==> src/rtl/adder_pkg.sv <==
// Shared op encodings and width helpers for the pipelined flexible adder.
package adder_pkg;

    localparam logic OP_ADD = 1'b0;
    localparam logic OP_SUB = 1'b1;

    function automatic int max_width(input int wa, input int wb);
        return (wa > wb) ? wa : wb;
    endfunction

    function automatic int seg_width(input int wi, input int stages);
        return (wi + stages - 1) / stages;
    endfunction

endpackage

==> src/rtl/adder_segment.sv <==
// One registered slice of the carry chain: sum slice plus carry out, held when en is low.
module adder_segment
    import adder_pkg::*;
#(
    parameter int W = 1
) (
    input  logic         clk,
    input  logic         clr_n,
    input  logic         en,
    input  logic [W-1:0] a_i,
    input  logic [W-1:0] b_i,
    input  logic         c_i,
    output logic [W-1:0] s_o,
    output logic         c_o
);

    logic [W:0] sum_d;
    logic [W:0] sum_q;

    assign sum_d = {1'b0, a_i} + {1'b0, b_i} + {{W{1'b0}}, c_i};

    always_ff @(posedge clk or negedge clr_n) begin
        if (!clr_n) begin
            sum_q <= '0;
        end else if (en) begin
            sum_q <= sum_d;
        end
    end

    assign s_o = sum_q[W-1:0];
    assign c_o = sum_q[W];

endmodule

==> src/rtl/adder_pipelined_flexible.sv <==
// Add/subtract with the carry chain split across STAGES register stages and valid/ready flow.
// Define ADDER_PIPELINED_SAT_EN to clamp the result on overflow instead of wrapping.
module adder_pipelined_flexible
    import adder_pkg::*;
#(
    parameter int WIDTH_A   = 8,
    parameter int WIDTH_B   = 8,
    parameter int SIGNED    = 0,
    parameter int STAGES    = 2,
    parameter int WIDTH_OUT = 1 + max_width(WIDTH_A, WIDTH_B)
) (
    input  logic                 clk,
    input  logic                 RST,
    input  logic                 in_valid,
    output logic                 in_ready,
    input  logic [WIDTH_A-1:0]   a,
    input  logic [WIDTH_B-1:0]   b,
    input  logic                 op,
    output logic                 out_valid,
    input  logic                 out_ready,
    output logic [WIDTH_OUT-1:0] result,
    output logic                 ovf
);

    localparam int WI  = 1 + max_width(WIDTH_A, WIDTH_B);
    localparam int SEG = seg_width(WI, STAGES);
    // Chain is padded to a whole number of segments; bits above WI are discarded.
    localparam int WP  = SEG * STAGES;

    logic [WP-1:0] a_ext, b_ext, b_eff;

    if (SIGNED != 0) begin : g_sext
        assign a_ext = {{(WP-WIDTH_A){a[WIDTH_A-1]}}, a};
        assign b_ext = {{(WP-WIDTH_B){b[WIDTH_B-1]}}, b};
    end else begin : g_zext
        assign a_ext = {{(WP-WIDTH_A){1'b0}}, a};
        assign b_ext = {{(WP-WIDTH_B){1'b0}}, b};
    end

    assign b_eff = (op == OP_ADD) ? b_ext : ~b_ext;

    logic              advance;
    logic [STAGES-1:0] valid_d, valid_q;
    logic [WP-1:0]     opa_d [STAGES];
    logic [WP-1:0]     opb_d [STAGES];
    logic [WP-1:0]     low_d [STAGES];
    logic              cin_d [STAGES];
    logic [WP-1:0]     opa_q [STAGES];
    logic [WP-1:0]     opb_q [STAGES];
    logic [WP-1:0]     low_q [STAGES];
    logic [SEG-1:0]    sum_q [STAGES];
    logic              cout_q[STAGES];
    logic [WP-1:0]     res_w [STAGES];

    assign advance   = !valid_q[STAGES-1] || out_ready;
    assign in_ready  = advance;
    assign out_valid = valid_q[STAGES-1];

    always_comb begin
        valid_d[0] = in_valid;
        opa_d[0]   = a_ext;
        opb_d[0]   = b_eff;
        low_d[0]   = '0;
        cin_d[0]   = (op == OP_SUB);
        for (int k = 1; k < STAGES; k++) begin
            valid_d[k] = valid_q[k-1];
            opa_d[k]   = opa_q[k-1];
            opb_d[k]   = opb_q[k-1];
            low_d[k]   = res_w[k-1];
            cin_d[k]   = cout_q[k-1];
        end
    end

    // res_w[k]: finished low segments carried along with the slice computed in stage k.
    always_comb begin
        for (int k = 0; k < STAGES; k++) begin
            res_w[k] = low_q[k];
            res_w[k][k*SEG +: SEG] = sum_q[k];
        end
    end

    for (genvar k = 0; k < STAGES; k++) begin : g_seg
        adder_segment #(.W(SEG)) u_seg (
            .clk   (clk),
            .clr_n (RST),
            .en    (advance),
            .a_i   (opa_d[k][k*SEG +: SEG]),
            .b_i   (opb_d[k][k*SEG +: SEG]),
            .c_i   (cin_d[k]),
            .s_o   (sum_q[k]),
            .c_o   (cout_q[k])
        );
    end

    always_ff @(posedge clk or negedge RST) begin
        if (!RST) begin
            valid_q <= '0;
            for (int k = 0; k < STAGES; k++) begin
                opa_q[k] <= '0;
                opb_q[k] <= '0;
                low_q[k] <= '0;
            end
        end else if (advance) begin
            valid_q <= valid_d;
            for (int k = 0; k < STAGES; k++) begin
                opa_q[k] <= opa_d[k];
                opb_q[k] <= opb_d[k];
                low_q[k] <= low_d[k];
            end
        end
    end

    logic [WI-1:0] full_w;
    logic          ovf_w;

    assign full_w = res_w[STAGES-1][WI-1:0];

    if (WIDTH_OUT >= WI) begin : g_exact
        assign ovf_w = 1'b0;
    end else if (SIGNED != 0) begin : g_sovf
        assign ovf_w = !((&full_w[WI-1:WIDTH_OUT-1]) || !(|full_w[WI-1:WIDTH_OUT-1]));
    end else begin : g_uovf
        assign ovf_w = |full_w[WI-1:WIDTH_OUT];
    end

    assign ovf = ovf_w;

`ifdef ADDER_PIPELINED_SAT_EN
    always_comb begin
        result = full_w[WIDTH_OUT-1:0];
        if (ovf_w) begin
            result = '1;
            if (SIGNED != 0) begin
                // Negative overflow -> 100..0, positive -> 011..1.
                result = {WIDTH_OUT{~full_w[WI-1]}};
                result[WIDTH_OUT-1] = full_w[WI-1];
            end
        end
    end
`else
    assign result = full_w[WIDTH_OUT-1:0];
`endif

endmodule

==> config.mk <==
export PLATFORM = sky130hd
export DESIGN_NAME = adder_pipelined_flexible
export DESIGN_NICKNAME = d
export VERILOG_FILES = /design/src/rtl/adder_pkg.sv /design/src/rtl/adder_segment.sv /design/src/rtl/adder_pipelined_flexible.sv
export SDC_FILE = /design/constraint.sdc
export NUM_CORES = 1
export LEC_CHECK = 0
export ABC_AREA = 1
export CORE_MARGIN = 1.5
export CORE_UTILIZATION = 55
export DETAILED_ROUTE_END_ITERATION = 6
export PLACE_DENSITY = 0.85
export SLEW_MARGIN = 15
export SYNTH_ARGS = -nofsm -noshare
export SYNTH_HDL_FRONTEND = slang
export SYNTH_HIERARCHICAL = 1
export SYNTH_SLANG_ARGS = --single-unit
==> constraint.sdc <==
create_clock -name clk -period 4.1 [get_ports clk]
set_input_delay 1.23 -clock clk [delete_from_list [all_inputs] [get_ports clk]]
set_output_delay 1.23 -clock clk [all_outputs]
set_load 0.01 [all_outputs]
==> results of run 1 <==
[worst max-delay path by stage]
stage | end | cells after the start | slack [ns]
after floorplan | in_ready | 3 | 1.36
after global placement | in_ready | 4 | 0.47
after detailed placement | in_ready | 4 | 0.45
after CTS | in_ready | 4 | 0.45
after global routing | in_ready | 4 | 0.43
final | in_ready | 4 | 0.46
[worst max-delay path, cell delays in order]
cell             delay, ns
clkdlybuf4s50_1       0.54
inv_2                 0.05
nand2_2               0.06
clkdlybuf4s50_1       0.53
[metal layers]
| metal | vias up | part of all wire, % | wire length (um) | track usage (%) |
|---|---|---|---|---|
| met3 | 6 | 3.7 | 95 | 2.778 |
| met5 | - | 0 | 0 | 0 |
| met2 | 32 | 50 | 1306 | 35.77 |
| met4 | 0 | 2.8 | 74 | 10.00 |
| met1 | 534 | 43 | 1124 | 26.01 |
| li1 | 587 | - | - | - |
[state kept, by name, indices dropped and copies added (netlist names)]
name               count
g_seg.u_seg/sum_q     10
opa_d                  3
opb_d                  4
result                 5
valid_q                2
[through the flow]
step	power, W	std cells	hold WS, ns	util [%]
global placement	0.0005995	232	0.4321	69.14
CTS	0.0007385	236	0.4849	70.61
detailed placement	0.0006159	232	0.4533	69.14
finish	0.0007313	236	0.4812	70.40
global route	0.0007895	236	0.5067	70.40
floorplan	0.0005105	179	0.4192	-
[final cells by class]
cell class,count,share of cell area [%]
multi-input cells,121,38.02
flip-flops and latches,24,34.43
repair buffers,32,17.93
inverters,25,5.380
well taps,30,2.152
clock buffers,4,2.080
[power groups by stage]
| stage | sequential, W | combinational, W | clock, W |
|---|---|---|---|
| 2_1_floorplan | 0.000337 | 0.000174 | 0 |
| 3_3_place_gp | 0.000331 | 0.000269 | 0 |
| 3_5_place_dp | 0.000335 | 0.000281 | 0 |
| 4_1_cts | 0.000331 | 0.000282 | 0.000126 |
| 5_1_grt | 0.000336 | 0.000319 | 0.000135 |
| 6_report | 0.000330 | 0.000280 | 0.000122 |
==> impl_metrics.ini, run 1 <==
[timing]
rsz0062_at_grt = false
finalCritPeriodShare_pct = 88.77
period_minus_slack_ns = 3.639
fmax_ghz = 0.2748
setup_ws_ns = 0.4606
finalSetupTns_ns = 0
worstMarginPinSlew_ns = 0.5131
skew_ns = 0.01178
final-hold-violation-count = 0
slew_viol_final = 0
maxSlewHeadroom_pct = 65.79
setup_viol = 0

[detailed_routing]
drt_pass1_iterations = 4
drt_iter0_drc = 20
drc = 0
ant_nets = 0
wl_per_cell_um = 11.02
wl_mm = 2.600
viasPerCell = 4.911
num_vias = 1159

[critical_path]
startpoint_type = primary input
rrSetupSlack_ns = 2.53
reg2reg_to = g_seg[1].u_seg/sum_q[1]
timing.rr.start = opa_d[5]
worstPathRequired_ns = 2.87
crit_start = out_ready
worst-path-max-fanout = 2
critPathKind = in -> out
critPathCaptureType = output pin
cp.arrival_ns = 2.41
reg2reg_depth = 6

[cts]
clkLatencyLatePin_ns = 0.31
cts_setup_buffers = 0
clk_pin_slew_ns = 0.13
clock_tree.root_cell = clkbuf_4
cts_tree = yes
ctsResizeCount = 0
ctsHoldBuffers = 0
numCtsBuffers = 3
clock-sinks = 24
h-tree-depth = 1
cts_buffer_depth = 2

[layout]
multi_input_area_um2 = 663.1
final_area_mm2 = 0.001744
diodes = 0
syn2layout_area_growth_pct = 22.07
nets = 239
ff_latch_area_um2 = 600.6
layout_common_cells = nand2_1 (68), clkdlybuf4s50_1 (30), dfrtp_1 (24), inv_1 (20), nand3_1 (13)
fill_cells = 199
final_common_cell = nand2_1
layout-drive-gt1-share_pct = 8.738

[worst_hold_path]
whs_endpoint = valid_q[1]
hold_depth = 2
hp-class = reg -> reg
hold_start = valid_q[0]

[placed_design]
pre_cts_ws_ns = 0.4548
placed_area_mm2 = 0.001713
place_congestion = 0.8440
io_buffer_count = 31
place_hpwl_mm = 2.027

[global_routing]
grtUsageTotal_pct = 20.95
grt_pass1_wl_mm = 4.347
overflow = 0
grt_pass1_vias = 1037
antenna_found_initial = 0
grt_max_degree = 25

[floorplanning]
start_util_pct = 57.68
row_count = 18
coreArea_mm2 = 0.002477
dieArea_mm2 = 0.002913
io_pins = 33
fp.dieW_um = 53.97
die_h_um = 53.97

[pwr]
pwr-share-comb_pct = 38.3
swShare_pct = 33.11
clkPwrFrac_pct = 16.7
power_frac_seq_pct = 45.1
p_sw_w = 0.0002421
irDropWorstVdd_v = 0.0002838
internal_power_w = 0.0004892
power.leakage_nw = 0.9203
power.density_mw_per_mm2 = 419.3

[yosys]
syn_inst = 178
syn_area_mm2 = 0.001429
synth.avg_cell_area_um2 = 8.027
ys_warn_count = 6

[run_status]
status = finished clean

[run]
drv_cap = 0
No activity file was read; power rests on OpenSTA's default activity.
==> run 2, diff against run 1 <==
--- a/constraint.sdc
+++ b/constraint.sdc
@@ -3,2 +3,2 @@
 set_output_delay 1.23 -clock clk [all_outputs]
-set_load 0.01 [all_outputs]
+set_load 0.02 [all_outputs]
==> run 2 against run 1 <==
Compared with the run above: clock power decreased by 19%; via count increased by 0.60%; largest power group unchanged; non-clock buffer count unchanged; largest cell class unchanged.
==> impl_metrics.ini, run 2 (synthesis gave the netlist of run 1 again) <==
[layout]
fill_cells = 214
final_core_util_pct = 69.85
syn2layout_area_growth_pct = 21.10
layout-drive-gt1-share_pct = 8.293
nets = 239
largest-register = g_seg.u_seg/sum_q
largest_register_ffs = 10
final_cells = 235
final_common_cell = nand2_1
layout_common_cells = nand2_1 (68), clkdlybuf4s50_1 (30), dfrtp_1 (24), inv_1 (20), nand3_1 (13)
diodes = 0

[timing]
rsz0062_at_grt = false
setup_viol = 0
finalSetupTns_ns = 0
period_minus_slack_ns = 3.736
hold_ws_ns = 0.4707
skew_ns = 0.005349
worstMarginPinSlew_ns = 0.5103
slew_viol_final = 0
finalCritPeriodShare_pct = 91.11
final-hold-violation-count = 0
maxSlewHeadroom_pct = 65.98
fmax_ghz = 0.2677

[placed_design]
place_hpwl_mm = 2.007
place_congestion = 0.8451
io_buffer_count = 31
dp_cells = 232

[floorplanning]
start_util_pct = 57.68
die_h_um = 53.97
coreArea_mm2 = 0.002477
dieArea_mm2 = 0.002913
io_pins = 33
row_count = 18
fp.dieW_um = 53.97

[critical_path]
reg2reg_depth = 6
timing.rr.start = opa_d[5]
startpoint_type = primary input
worst-path-max-fanout = 2
path_common_cell = clkdlybuf4s50_1
reg2reg_to = g_seg[1].u_seg/sum_q[1]
critPathCaptureType = output pin
slowest_stage = clkdlybuf4s50_1
cp.arrival_ns = 2.51
slowest_delay_ns = 0.60
rrSetupSlack_ns = 2.52
critPathKind = in -> out
path_cells = clkdlybuf4s50_1, inv_2, nand2_2, clkdlybuf4s50_1
cp_top_family = buffers and inverters
worstPathRequired_ns = 2.87
path_buf_inv = 3

[global_routing]
grtUsageTotal_pct = 19.23
antenna_found_initial = 0
overflow = 0
grt_max_degree = 25
grt_pass1_vias = 1052
grt_pass1_wl_mm = 4.140

[pwr]
power.density_mw_per_mm2 = 425.0
power.leakage_nw = 0.9131
irDropWorstVdd_v = 0.0002649

[cts]
cts_setup_buffers = 0
clk_pin_slew_ns = 0.12
cts_buffer_depth = 2
clock_tree.root_cell = clkbuf_4
cts_tree = yes
ctsHoldBuffers = 0
clkLatencyLatePin_ns = 0.30
h-tree-depth = 1
clock-sinks = 24
numCtsBuffers = 3
ctsResizeCount = 0

[worst_hold_path]
hold_start = valid_q[0]
hp-class = reg -> reg
hold_depth = 2
whs_endpoint = valid_q[1]

[run_status]
status = finished clean

[detailed_routing]
ant_nets = 0
drc = 0
num_vias = 1166
wl_per_cell_um = 10.92
wl_mm = 2.566
drt_iter0_drc = 20
viasPerCell = 4.962
drt_pass1_iterations = 4

[run]
drv_cap = 0
==> run 2: changes by cell type in the layout (fill, tap and decap cells not counted) <==
cell	previous run	this run
clkbuf_8	1	0
==> run 2: layout make-up <==
| cell class | instances | area (um2) | share of cell area (%) |
|---|---|---|---|
| Inverter | 25 | 93.84 | 5.423 |
| Timing Repair Buffer | 32 | 312.8 | 18.08 |
| Clock buffer | 3 | 22.52 | 1.302 |
| Sequential cell | 24 | 600.6 | 34.71 |
| Tap cell | 30 | 37.54 | 2.169 |
| Multi-Input combinational cell | 121 | 663.1 | 38.32 |
==> run 2: per-stage QoR <==
step                setup WS, ns  power (W)  cell area (um2)
global placement          0.4024  0.0006267             1713
floorplan                  1.346  0.0005380             1433
finish                    0.3643  0.0007354             1730
detailed placement        0.3689  0.0006426             1713
CTS                       0.3688  0.0007388             1735
global route              0.3445  0.0007886             1730
==> run 2: worst max path at each step <==
stage	from	endpoint	depth (start not counted)	slack [ns]
3_5_place_dp	out_ready	in_ready	4	0.37
4_1_cts	out_ready	in_ready	4	0.37
2_1_floorplan	out_ready	in_ready	3	1.35
3_3_place_gp	out_ready	in_ready	4	0.40
6_report	out_ready	in_ready	4	0.36
5_1_grt	out_ready	in_ready	4	0.34
==> run 2: tightest hold or removal path: cells and delay by family (launching register included) <==
family	cells	cell delay, ns
buffers and inverters	1	0.05
DFF	1	0.35
and+or+nand+nor	1	0.05
==> run 2: layer usage <==
| metal | wire length, um | global-route usage, % |
|---|---|---|
| met1 | 1159 | 24.03 |
| met5 | 0 | 0 |
| met4 | 34 | 7.083 |
| met2 | 1264 | 33.33 |
| met3 | 108 | 3.056 |
==> run 2: power by group <==
group,internal (W),leakage [nW],switching (W)
Sequential,0.000295,0.285,0.0000343
Clock,0.0000342,0.0138,0.0000646
Combinational,0.000140,0.614,0.000167
